### src/rtl/i2c_pkg.sv
// Shared I2C engine command encodings and register-sequencer types.
package i2c_pkg;

    localparam int unsigned CMD_W  = 6;
    localparam int unsigned BYTE_W = 8;
    localparam int unsigned DEV_W  = 7;
    localparam int unsigned REG_W  = 16;
    localparam int unsigned STEP_W = 3;

    localparam logic [CMD_W-1:0] CMD_WR   = 6'b000001;
    localparam logic [CMD_W-1:0] CMD_STA  = 6'b000010;
    localparam logic [CMD_W-1:0] CMD_RD   = 6'b000100;
    localparam logic [CMD_W-1:0] CMD_STO  = 6'b001000;
    localparam logic [CMD_W-1:0] CMD_ACK  = 6'b010000;
    localparam logic [CMD_W-1:0] CMD_NACK = 6'b100000;

    typedef enum logic [2:0] {
        ST_IDLE,
        ST_ISSUE,
        ST_WAIT,
        ST_NEXT,
        ST_DONE
    } ctrl_state_e;

    // Sequence steps; S3 is the data byte for writes, the repeated START for reads
    localparam logic [STEP_W-1:0] STEP_DEV = 3'd0;
    localparam logic [STEP_W-1:0] STEP_RHI = 3'd1;
    localparam logic [STEP_W-1:0] STEP_RLO = 3'd2;
    localparam logic [STEP_W-1:0] STEP_S3  = 3'd3;
    localparam logic [STEP_W-1:0] STEP_RD  = 3'd4;

    typedef struct packed {
        logic              rd;
        logic [DEV_W-1:0]  dev;
        logic [REG_W-1:0]  addr;
        logic [BYTE_W-1:0] data;
    } reg_req_t;

    typedef struct packed {
        logic [CMD_W-1:0]  cmd;
        logic [BYTE_W-1:0] tx;
    } eng_cmd_t;

    // Engine command and byte for one step of a latched request
    function automatic eng_cmd_t step_cmd(input reg_req_t req, input logic [STEP_W-1:0] step);
        eng_cmd_t c;
        c.cmd = CMD_RD | CMD_NACK | CMD_STO;
        c.tx  = '0;
        case (step)
            STEP_DEV: begin
                c.cmd = CMD_STA | CMD_WR;
                c.tx  = {req.dev, 1'b0};
            end
            STEP_RHI: begin
                c.cmd = CMD_WR;
                c.tx  = req.addr[15:8];
            end
            STEP_RLO: begin
                c.cmd = CMD_WR;
                c.tx  = req.addr[7:0];
            end
            STEP_S3: begin
                if (req.rd) begin
                    c.cmd = CMD_STA | CMD_WR;
                    c.tx  = {req.dev, 1'b1};
                end else begin
                    c.cmd = CMD_WR | CMD_STO;
                    c.tx  = req.data;
                end
            end
            default: ;
        endcase
        return c;
    endfunction

endpackage

### src/rtl/i2c_reg_ctrl.sv
// Register-access sequencer: expands one register write/read request into the
// I2C engine's byte-level command stream and reports ACK status and read data.
module i2c_reg_ctrl
    import i2c_pkg::*;
#(
    parameter bit          ADDR16      = 1'b1,
    parameter int unsigned TIMEOUT_CYC = 200_000
) (
    input  logic              Clk,
    input  logic              Rst,
    input  logic              wrreg_req,
    input  logic              rdreg_req,
    input  logic [DEV_W-1:0]  dev_addr,
    input  logic [REG_W-1:0]  reg_addr,
    input  logic [BYTE_W-1:0] wrdata,
    output logic [BYTE_W-1:0] rddata,
    output logic              RW_Done,
    output logic              ack_err,
    output logic              busy,
    output logic [CMD_W-1:0]  Cmd,
    output logic              Go,
    output logic [BYTE_W-1:0] Tx_DATA,
    input  logic              Trans_Done,
    input  logic              ack_i,
    input  logic [BYTE_W-1:0] Rx_DATA
);

    localparam int unsigned     WD_W    = $clog2(TIMEOUT_CYC + 1);
    localparam logic [WD_W-1:0] WD_LAST = WD_W'(TIMEOUT_CYC - 1);

    ctrl_state_e       state, state_nxt;
    logic [STEP_W-1:0] step, step_nxt;
    logic [STEP_W-1:0] last_step;
    logic [WD_W-1:0]   wd, wd_nxt;
    reg_req_t          req, req_nxt;
    eng_cmd_t          issue;
    logic [CMD_W-1:0]  cmd_nxt;
    logic [BYTE_W-1:0] tx_nxt, rddata_nxt;
    logic              err_nxt;

    assign last_step = req.rd ? STEP_RD : STEP_S3;

    // Next-state, step sequencing, watchdog and result capture
    always_comb begin
        state_nxt  = state;
        step_nxt   = step;
        wd_nxt     = wd;
        req_nxt    = req;
        rddata_nxt = rddata;
        err_nxt    = ack_err;
        unique case (state)
            ST_IDLE: begin
                if (wrreg_req || rdreg_req) begin
                    req_nxt   = '{rd: !wrreg_req, dev: dev_addr, addr: reg_addr, data: wrdata};
                    step_nxt  = STEP_DEV;
                    err_nxt   = 1'b0;
                    state_nxt = ST_ISSUE;
                end
            end
            ST_ISSUE: begin
                // Watchdog counts cycles since Go, so an abort lands TIMEOUT_CYC cycles after it
                wd_nxt    = WD_W'(1);
                state_nxt = ST_WAIT;
            end
            ST_WAIT: begin
                if (Trans_Done) begin
                    if (step == STEP_RD) rddata_nxt = Rx_DATA;
                    else                 err_nxt    = ack_err | ack_i;
                    state_nxt = ST_NEXT;
                end else if (wd >= WD_LAST) begin
                    err_nxt   = 1'b1;
                    state_nxt = ST_DONE;
                end else begin
                    wd_nxt = wd + WD_W'(1);
                end
            end
            ST_NEXT: begin
                if (step == last_step) begin
                    state_nxt = ST_DONE;
                end else begin
                    step_nxt  = (!ADDR16 && step == STEP_DEV) ? STEP_RLO : step + STEP_W'(1);
                    state_nxt = ST_ISSUE;
                end
            end
            ST_DONE:  state_nxt = ST_IDLE;
            default:  state_nxt = ST_IDLE;
        endcase

        // Engine command is loaded on entry to ISSUE and held through WAIT
        issue   = step_cmd(req_nxt, step_nxt);
        cmd_nxt = Cmd;
        tx_nxt  = Tx_DATA;
        if (state_nxt == ST_ISSUE) begin
            cmd_nxt = issue.cmd;
            tx_nxt  = issue.tx;
        end
    end

    always_ff @(posedge Clk or posedge Rst) begin
        if (Rst) begin
            state   <= ST_IDLE;
            step    <= '0;
            wd      <= '0;
            req     <= '0;
            Cmd     <= '0;
            Tx_DATA <= '0;
            Go      <= 1'b0;
            rddata  <= '0;
            RW_Done <= 1'b0;
            ack_err <= 1'b0;
            busy    <= 1'b0;
        end else begin
            state   <= state_nxt;
            step    <= step_nxt;
            wd      <= wd_nxt;
            req     <= req_nxt;
            Cmd     <= cmd_nxt;
            Tx_DATA <= tx_nxt;
            Go      <= (state_nxt == ST_ISSUE);
            rddata  <= rddata_nxt;
            RW_Done <= (state_nxt == ST_DONE);
            ack_err <= err_nxt;
            busy    <= (state_nxt != ST_IDLE);
        end
    end

endmodule

### config.mk
export PLATFORM = sky130hd
export DESIGN_NAME = i2c_reg_ctrl
export DESIGN_NICKNAME = d
export VERILOG_FILES = /design/src/rtl/i2c_pkg.sv /design/src/rtl/i2c_reg_ctrl.sv
export SDC_FILE = /design/constraint.sdc
export NUM_CORES = 1
export LEC_CHECK = 0
export BUFFER_PORTS_ARGS = -buffer_cell sky130_fd_sc_hd__buf_2
export CAP_MARGIN = 30
export CORE_UTILIZATION = 58
export CTS_BUF_LIST = sky130_fd_sc_hd__clkbuf_4 sky130_fd_sc_hd__clkbuf_8
export CTS_CLUSTER_DIAMETER = 100
export CTS_CLUSTER_SIZE = 20
export DETAILED_ROUTE_END_ITERATION = 10
export PLACE_DENSITY = 0.82
export SLEW_MARGIN = 10
export SYNTH_ARGS = -nofsm -noshare
export SYNTH_HDL_FRONTEND = slang
export SYNTH_SLANG_ARGS = --single-unit
### constraint.sdc
create_clock -name Clk -period 2.6 [get_ports Clk]
set_input_delay 0.13 -clock Clk [delete_from_list [all_inputs] [get_ports Clk]]
set_output_delay 0.13 -clock Clk [all_outputs]
set_load 0.005 [all_outputs]
* Word level (Yosys, flattened, before mapping)
Cells that the tools add are included.
** Operators by class
- Reduce and logical (&&, ||, !) cells :: 10
- Equal/unequal tests :: 15
- Bitwise gates (word level) :: 1
- Magnitude comparators :: 1
- Multiplexer cells :: 21
- Add/subtract/negate cells :: 2
** Operator list (number)
- $mux W32 :: 2
- $pmux W14 S4 :: 1
- $mux W18 :: 2
- $pmux W18 S2 :: 1
- $mux W3 :: 7
- $add A18 B1 Y18 const B :: 1
- $ge A18 B18 Y1 const B :: 1
- $eq A3 B2 Y1 const B :: 4
- $mux W12 :: 1
- $pmux W3 S4 :: 1
- $eq A3 B1 Y1 const B :: 3
- $eq A3 B3 Y1 const B :: 2
- $logic_not A3 Y1 :: 2
- $ne A2 B2 Y1 const B :: 3
- $ne A3 B3 Y1 const B :: 2
- $pmux W3 S2 :: 1
- $reduce_and A3 Y1 :: 2
- $mux W1 :: 4
- $reduce_and A4 Y1 :: 1
- $reduce_bool A2 Y1 :: 2
- $add A3 B1 Y3 const B :: 1
- $eq A3 B3 Y1 :: 1
- $reduce_bool A3 Y1 :: 1
- $pmux W1 S2 :: 1
- other kinds (3) :: 3
** Word-level totals
- Output and inout port bits :: 26
- Logic and storage cells :: 64
- Bits in registers :: 82

* Longest topological paths before layout
Gate-level depths: netlist of run 1.
- Word-level depth :: 6
- Depth in mapped cells :: 10
- Gate-level depth less buffers :: 8

* Worst setup path after synthesis of run 1
Ideal clock, no wire load.
- Path kind :: flip-flop to flip-flop
- From :: register state[1]
- To :: register Tx_DATA[0]
- Data arrival time :: 2021 ps
- Path slack :: 454 ps
- Period minus slack after synthesis :: 2146 ps
- Cell stages (with the launch flop) :: 10
- Cells stage by stage :: dfrtp_1 > buf_6 > or3_1 > buf_6 > nor2_8 > buf_12 > mux2_2 > o21ai_0 > a31oi_1 > mux2_4
** RTL lines
- start: declaration :: RTL line i2c_reg_ctrl.sv:31 : ctrl_state_e state, state_nxt;
- start signal: assignment :: RTL line i2c_reg_ctrl.sv:113 : state <= state_nxt;
- end signal: assignment :: RTL line i2c_reg_ctrl.sv:118 : Tx_DATA <= tx_nxt;
- end: declaration :: RTL line i2c_reg_ctrl.sv:22 : output logic [BYTE_W-1:0] Tx_DATA,

* Final worst setup path of run 1
- From :: register step[0]
- To :: register Tx_DATA[0]
** Between the ends
- Longest elaborated chain between the ends :: 5
- Elaborated cells between the ends (all ways) :: 13
** Ends and longest elaborated chain
- start: declaration :: RTL line i2c_reg_ctrl.sv:32 : logic [STEP_W-1:0] step, step_nxt;
- start signal: assignment :: RTL line i2c_reg_ctrl.sv:114 : step <= step_nxt;
- $add A3 B1 Y3 or $eq A3 B3 Y1 (tied branches) :: RTL line i2c_reg_ctrl.sv:81, i2c_reg_ctrl.sv:78
- $mux W3 :: RTL line i2c_reg_ctrl.sv:78 : if (step == last_step) begin
- $pmux W3 S2 :: RTL line i2c_reg_ctrl.sv:51 : unique case (state)
- $eq A3 B2 Y1, or another cell as far along :: RTL line i2c_pkg.sv:49 : case (step)
- $pmux W14 S4 :: RTL line i2c_pkg.sv:49
Several ways; a longest one is shown, not always the timed one.
A chain may end at the register's enable or synchronous reset.

==> key figures, run 1 <==
CTS
  • Clock buffer depth: 2
  • Clock net sink count: 80
  • Clk_lat worst skew: 0.34 ns
  • CTS Root Cell: clkbuf_8
  • # H-tree levels: 3
  • CTS tree: yes
  • Reg clk slew, reported paths: 0.08 ns
  • Num CTS Buffers: 9

Yosys
  • Top post-synthesis cells by area: dfrtp_1 51%, mux2_2 6.3%, nand2_1 5.2%
  • Top cells by count, synth: 80 x dfrtp_1, 55 x nand2_1, 30 x nor2_1
  • Main flop type after synthesis: dfrtp_1
  • Most instantiated library cell after synthesis: dfrtp_1
  • Yosys cell types: 56
  • Sequential cell area fraction in the yosys report: 0.5055
  • Netlist Area Pre-Place: between 0.003 and 0.004 mm2
  • Syn_area_per_cell: 10.50 um2
  • Mapped Nets: approximately 430
  • Flops & latches, synth: 80
  • Ys Warns: 0
  • Syn Inst Count: 377
  • Post-synth top area cell: dfrtp_1
  • Post-synth EDFFs: 0
  • Share of the synthesized area in the top cell type: 0.5055
  • Synth async-reset ratio: 1.000

GRT
  • First-pass GRT wire length: 14480 um
  • GR peak layer: met2
  • M2 GR Usage: 0.4287
  • Vias in the first global route: 3177
  • Gr usage total: 0.2560
  • Grt met3 use: 0.05211
  • Antenna violations before repair: 0
  • GR Overflow Total: 0
  • Met1 GRT Util: 0.3403
  • Largest net degree at the start of global routing: 54

Worst setup path
  • CP Capture Type: flip-flop
  • Crit Path Class: flip-flop to flip-flop
  • Worst Path Max Fanout: 8
  • WP data arrival: 2.59 ns
  • Setup crit start kind: flip-flop
  • WP data required: around 2.8 ns

Power
  • Combinational Power Share: 0.412
  • Cell Int Power: 3.287 mW
  • Sw frac: 0.3649
  • Worst vdd ir: 0.6107 mV
  • Leak: 2.151 nW
  • NetSw: 1.888 mW
  • Clock power share: 0.212
  • Reg power frac: 0.376
  • PD cells: 1120 mW/mm2

Die
  • Row cnt: 29
  • Core area: 0.006459 mm2
  • Die width: 84.63 um
  • Die span in y: 84.63 um
  • I/O Pins: 71
  • Die ar.: approximately 0.0072 mm2
  • Initial Util: 0.6131

STA
  • RSZ-0062 raised after global routing: false
  • Final period utilization: 0.9052
  • Worst-margin pin slew: 0.7404 ns
  • Min Tclk post-route: 2.354 ns
  • Max Clk Rate: roughly 420 MHz
  • Slew HR: 0.5031
  • Slew Limit Fails: 0
  • Final WS setup: approximately 0.25 ns
  • Clock skew: 0.01010 ns
  • Fin Setup TNS: 0 ns
  • # setup viols final: 0
  • Final Hold Fails: 0

Finish
  • Cell Count, Final, Fillers Out: 533
  • Area growth syn-to-layout: 16.65%
  • Diodes inserted: 0
  • Layout cells sized above 1: 0.2982
  • # nets final: 499
  • Design area: 0.004619 mm2

Place
  • Inst Count DP: 516
  • Area after DPL: ~0.0044 mm2
  • HPWL reported at the end of detailed placement: 5938 um
  • Number of port buffers: 69
  • Place WS: 0.2841 ns
  • Placer Congestion: 0.8757

Flow run
  • Max-Cap Viols: 0

Outcome
  • Outcome: finished, final reports clean

Drt
  • DR pass1 iterations: 7
  • DR WL/cell: 15.64 um
  • DRC viols: 0
  • Drt initial violations: 123
  • Vias per cell: 5.719
  • Total routed wirelength: between 8000 and 9000 um
  • Antenna-violating nets left: 0
  • Via count: approximately 3000

Worst hold path
  • HP Class: primary input to flip-flop
==> power by group through the flow <==
stage | logic (mW) | registers, mW | clock network [mW]
4_1_cts | 2.13 | 1.94 | 1.11
6_report | 2.13 | 1.95 | 1.10
5_1_grt | 2.36 | 2.00 | 1.16
3_5_place_dp | 2.12 | 1.96 | 0
2_1_floorplan | 1.62 | 1.91 | 0
3_3_place_gp | 2.06 | 1.95 | 0
==> layer usage <==
| metal | wire length (um) | up-vias | part of all wire |
|---|---|---|---|
| li1 | - | 1459 | - |
| met1 | 3804 | 1492 | 0.46 |
| met2 | 4077 | 89 | 0.49 |
| met3 | 386 | 8 | 0.046 |
| met4 | 70 | 0 | 0.0084 |
| met5 | 0 | - | 0 |
==> flip-flops by register name, indices dropped and copies added, names as in the netlist <==
| name | flops |
|---|---|
| req | 32 |
| wd | 18 |
| Tx_DATA | 8 |
| rddata | 8 |
| Cmd | 4 |
| state | 3 |
| step | 3 |
| Go | 1 |
| RW_Done | 1 |
| ack_err | 1 |
| busy | 1 |
==> through the flow <==
| stage | utilization | hold slack (ns) | total power, mW |
|---|---|---|---|
| 2_1_floorplan | - | 0.2560 | 3.532 |
| 4_1_cts | 0.7152 | 0.0004097 | 5.192 |
| 3_5_place_dp | 0.6761 | 0.1755 | 4.088 |
| 5_1_grt | 0.7152 | 0.008084 | 5.519 |
| 6_report | 0.7152 | 0.01040 | 5.176 |
| 3_3_place_gp | 0.6761 | 0.1713 | 4.002 |
==> logic make-up (layout without fill, tap and decap cells) <==
group	Yosys count	count (layout)	synth area share
AND/OR/NAND/NOR	143	143	0.1867
flip-flops	80	80	0.5055
AO/OA/AOI/OAI	72	72	0.1270
multiplexers	35	35	0.1005
buffers and inverters	33	112	0.04771
XOR/XNOR	10	10	0.02212
adder cells (fa/ha/maj)	3	3	0.009480
other	1	1	0.0009470
==> worst max-delay path: stages, from the launching register on <==
cell and delay (ns):
dfrtp_1 0.44, inv_1 0.17, ha_1 0.36, inv_1 0.06
or4_4 0.58, o221ai_4 0.13, nand2b_1 0.17, a31oi_1 0.09
mux2_4 0.26
==> final timing paths <==
path,startpoint,end,slack (ns),cells past startpoint
min in group asynchronous,Rst,rddata[4],0.34,3
min reg2reg,Cmd[0],Cmd[0],0.48,2
min,wrdata[7],req[7],0.01,3
max in group asynchronous,Rst,Cmd[2],1.63,4
max reg2reg,step[0],Tx_DATA[0],0.25,8
max,step[0],Tx_DATA[0],0.25,8
==> repair_timing <==
item	4_1_cts	5_1_grt
hold buffers	1	0
endpoints found under the hold margin	27	0
setup buffers	0	0
resized for setup	0	0
==> cell usage in the layout, fill, tap and decap left out, types with 5 or more instances in the layout <==
| master | instances |
|---|---|
| buf_2 | 69 |
| nand2b_1 | 8 |
| o21ai_0 | 13 |
| o211ai_1 | 12 |
| xnor2_1 | 5 |
| inv_1 | 16 |
| clkbuf_8 | 9 |
| nand2_1 | 55 |
| nand3b_1 | 9 |
| nand3_1 | 7 |
| xor2_1 | 5 |
| a21oi_1 | 23 |
| mux2_2 | 22 |
| buf_4 | 6 |
| nor2_1 | 30 |
| dfrtp_1 | 80 |
| mux2i_1 | 9 |
==> final cells by class <==
cell class	count	area [um2]
inverter	18	68.82
fill	474	1839
tap	77	96.34
sequential	80	2002
timing repair buffer	78	440.4
clock buffer	9	123.9
clock inverter	7	118.9
multi-input combinational	264	1769
(Power assumes the default switching activity.)
==> run 2: changes to the inputs <==
CAP_MARGIN = 5   (was 30)
CELL_PAD_IN_SITES_DETAIL_PLACEMENT = 0   (was not set)
CELL_PAD_IN_SITES_GLOBAL_PLACEMENT = 2   (was not set)
CORE_UTILIZATION = 37   (was 58)
PLACE_DENSITY = not set   (was 0.82)
PLACE_DENSITY_LB_ADDON = 0.1   (was not set)
==> run 2 against run 1 <==
Compared with the run above:
- clock skew rose by 0.0026 ns
- global-route usage fell by 8.3 points
- die area rose by 55%
- clock power fell by 5%
- total power fell by 1.6%
- critical path depth did not move
- utilization fell by 26 points
- maximum frequency rose by 1.1%
- worst setup slack improved by 0.025 ns
- final cell count rose by 12%
- count of clock-buffer cells in the layout rose by 1
- first-iteration DRC count fell by 33%
- largest power group unchanged
- highest routed layer unchanged
==> key figures, run 2 (synthesized netlist as in run 1, its figures left out) <==
Finish
  • Layout cells sized above 1: 0.2950
  • Largest regs: req (32), wd (18)
  • Diodes inserted: 0
  • Max reg flops: 32
  • # nets final: 504
  • Final Util: 0.4562
  • Most frequent cells in the layout: 80 x dfrtp_1, 69 x buf_2, 55 x nand2_1, 30 x nor2_1, 23 x a21oi_1
  • Reg with most FFs: req
  • Multi-input gate area: 0.001769 mm2
  • Area growth syn-to-layout: 19.46%
  • Register area: 0.002002 mm2
  • Fillers: 1045
  • Commonest non-fill, non-tap cell in the layout: dfrtp_1

Worst setup path
  • WP data required: 2.83 ns
  • CP Cell Sequence: inv_1, ha_1, inv_1, or4_4, o221ai_4, nand2b_1, a31oi_1, mux2_4
  • Setup crit start kind: flip-flop
  • Slowest cell delay on critical path: 0.57 ns
  • CP Capture Type: flip-flop
  • Worst path slowest cell: or4_4
  • Worst Path Max Fanout: 8
  • WP data arrival: ~2.6 ns
  • Crit Path Class: flip-flop to flip-flop
  • Top cell by count, worst path: inv_1

GRT
  • Gr usage total: 0.1729
  • First-pass GRT wire length: 15080 um
  • GR Overflow Total: 0
  • Antenna violations before repair: 0
  • Largest net degree at the start of global routing: 43
  • Vias in the first global route: approximately 3000

Power
  • Leak: approximately 2.2 nW
  • Worst vdd ir: a little under 0.4 mV
  • PD cells: approximately 1100 mW/mm2

CTS
  • CTS Root Cell: clkbuf_8
  • Post_cts resized: 0
  • Clk_lat worst skew: approximately 0.35 ns
  • CTS tree: yes
  • Num CTS Buffers: 9
  • Clock buffer depth: 2
  • Clock net sink count: 80
  • Reg clk slew, reported paths: 0.09 ns
  • # H-tree levels: 3

Drt
  • DR pass1 iterations: 4
  • DR WL/cell: around 15 um
  • Total routed wirelength: 8862 um
  • DRC viols: 0
  • Antenna-violating nets left: 0
  • Vias per cell: 4.933
  • Drt initial violations: 83
  • Via count: 2945

Die
  • Die ar.: 0.01112 mm2
  • I/O Pins: 71
  • Initial Util: 0.3819
  • Die width: 105.5 um
  • Die span in y: 105.5 um
  • Row cnt: 37
  • Core area: a little over 0.01 mm2

Outcome
  • Outcome: finished, final reports clean

STA
  • Worst-margin pin slew: around 0.73 ns
  • Final Hold Fails: 0
  • Final WS setup: around 0.27 ns
  • Slew HR: 0.5117
  • Slew Limit Fails: 0
  • Clock skew: 0.01273 ns
  • Max Clk Rate: 429.5 MHz
  • Min Tclk post-route: 2.329 ns
  • Final period utilization: 0.8956
  • RSZ-0062 raised after global routing: false
  • Fin Setup TNS: 0 ns
  • # setup viols final: 0

Worst hold path
  • HP Class: primary input to flip-flop

Flow run
  • Max-Cap Viols: 0

Place
  • Number of port buffers: a little under 70
  • Placer Congestion: 0.7563
  • HPWL reported at the end of detailed placement: 6288 um
  • Place WS: 0.3018 ns
==> run 2: cell types whose count changed in the layout (fill, tap and decap cells not counted) <==
cell           change
bufinv_16          -1
dlygate4sd3_1      +5
clkinv_2           -1
inv_6              -1
clkinv_4           +2
clkbuf_8           +1
==> run 2: metal layers <==
layer	track usage	up-vias	routed length, um
met5	0	-	0
li1	-	1458	-
met3	0.03030	11	255
met4	0.06036	0	125
met2	0.2716	58	4016
met1	0.2398	1418	4465
==> run 2: final timing paths <==
path | from | endpoint | slack [ns] | cells past startpoint
hold / removal | Rx_DATA[0] | rddata[0] | 0.02 | 2
hold reg to reg | req[7] | req[7] | 0.49 | 2
setup / recovery | step[0] | Tx_DATA[0] | 0.27 | 8
max in group asynchronous | Rst | wd[6] | 1.52 | 4
setup reg to reg | step[0] | Tx_DATA[0] | 0.27 | 8
min in group asynchronous | Rst | Go | 0.41 | 3
==> run 2: stage by stage <==
step | power [mW] | hold slack, ns | cell area, um2 | instances
floorplan | 3.532 | 0.2560 | 3960 | 377
global placement | 4.073 | 0.2632 | 4441 | 575
detailed placement | 4.105 | 0.2644 | 4441 | 575
CTS | 5.182 | 0.0005239 | 4731 | 597
global route | 5.499 | 0.001461 | 4731 | 597
finish | 5.095 | 0.01743 | 4731 | 597
==> run 2: worst max-delay path, delay by kind of cell (launching register included) <==
kind                       cells  cell delay (ns)
and+or+nand+nor                2             0.72
AOI/OAI and AO/OA              2             0.20
DFF                            1             0.45
buffers and inverters          2             0.22
muxes                          1             0.26
adders and majority gates      1             0.36
==> run 2: area by class of cell <==
cell class,count,share of cell area
Clock buffer,10,0.02909
Clock inverter,6,0.01957
Inverter,18,0.01455
Multi-Input combinational cell,264,0.3740
Sequential cell,80,0.4232
Tap cell,136,0.03597
Timing Repair Buffer,83,0.1037
==> run 2: timing repair <==
action                    CTS  global route
hold buffers                6             0
setup buffers               0             0
hold endpoints to repair   43             0
==> run 2: report_power, final <==
group / total [mW] / switching, mW / internal, mW
logic: 2.11 / 1.17 / 0.944
clock network: 1.04 / 0.473 / 0.570
registers: 1.94 / 0.230 / 1.71
total: 5.10 / 1.87 / 3.22
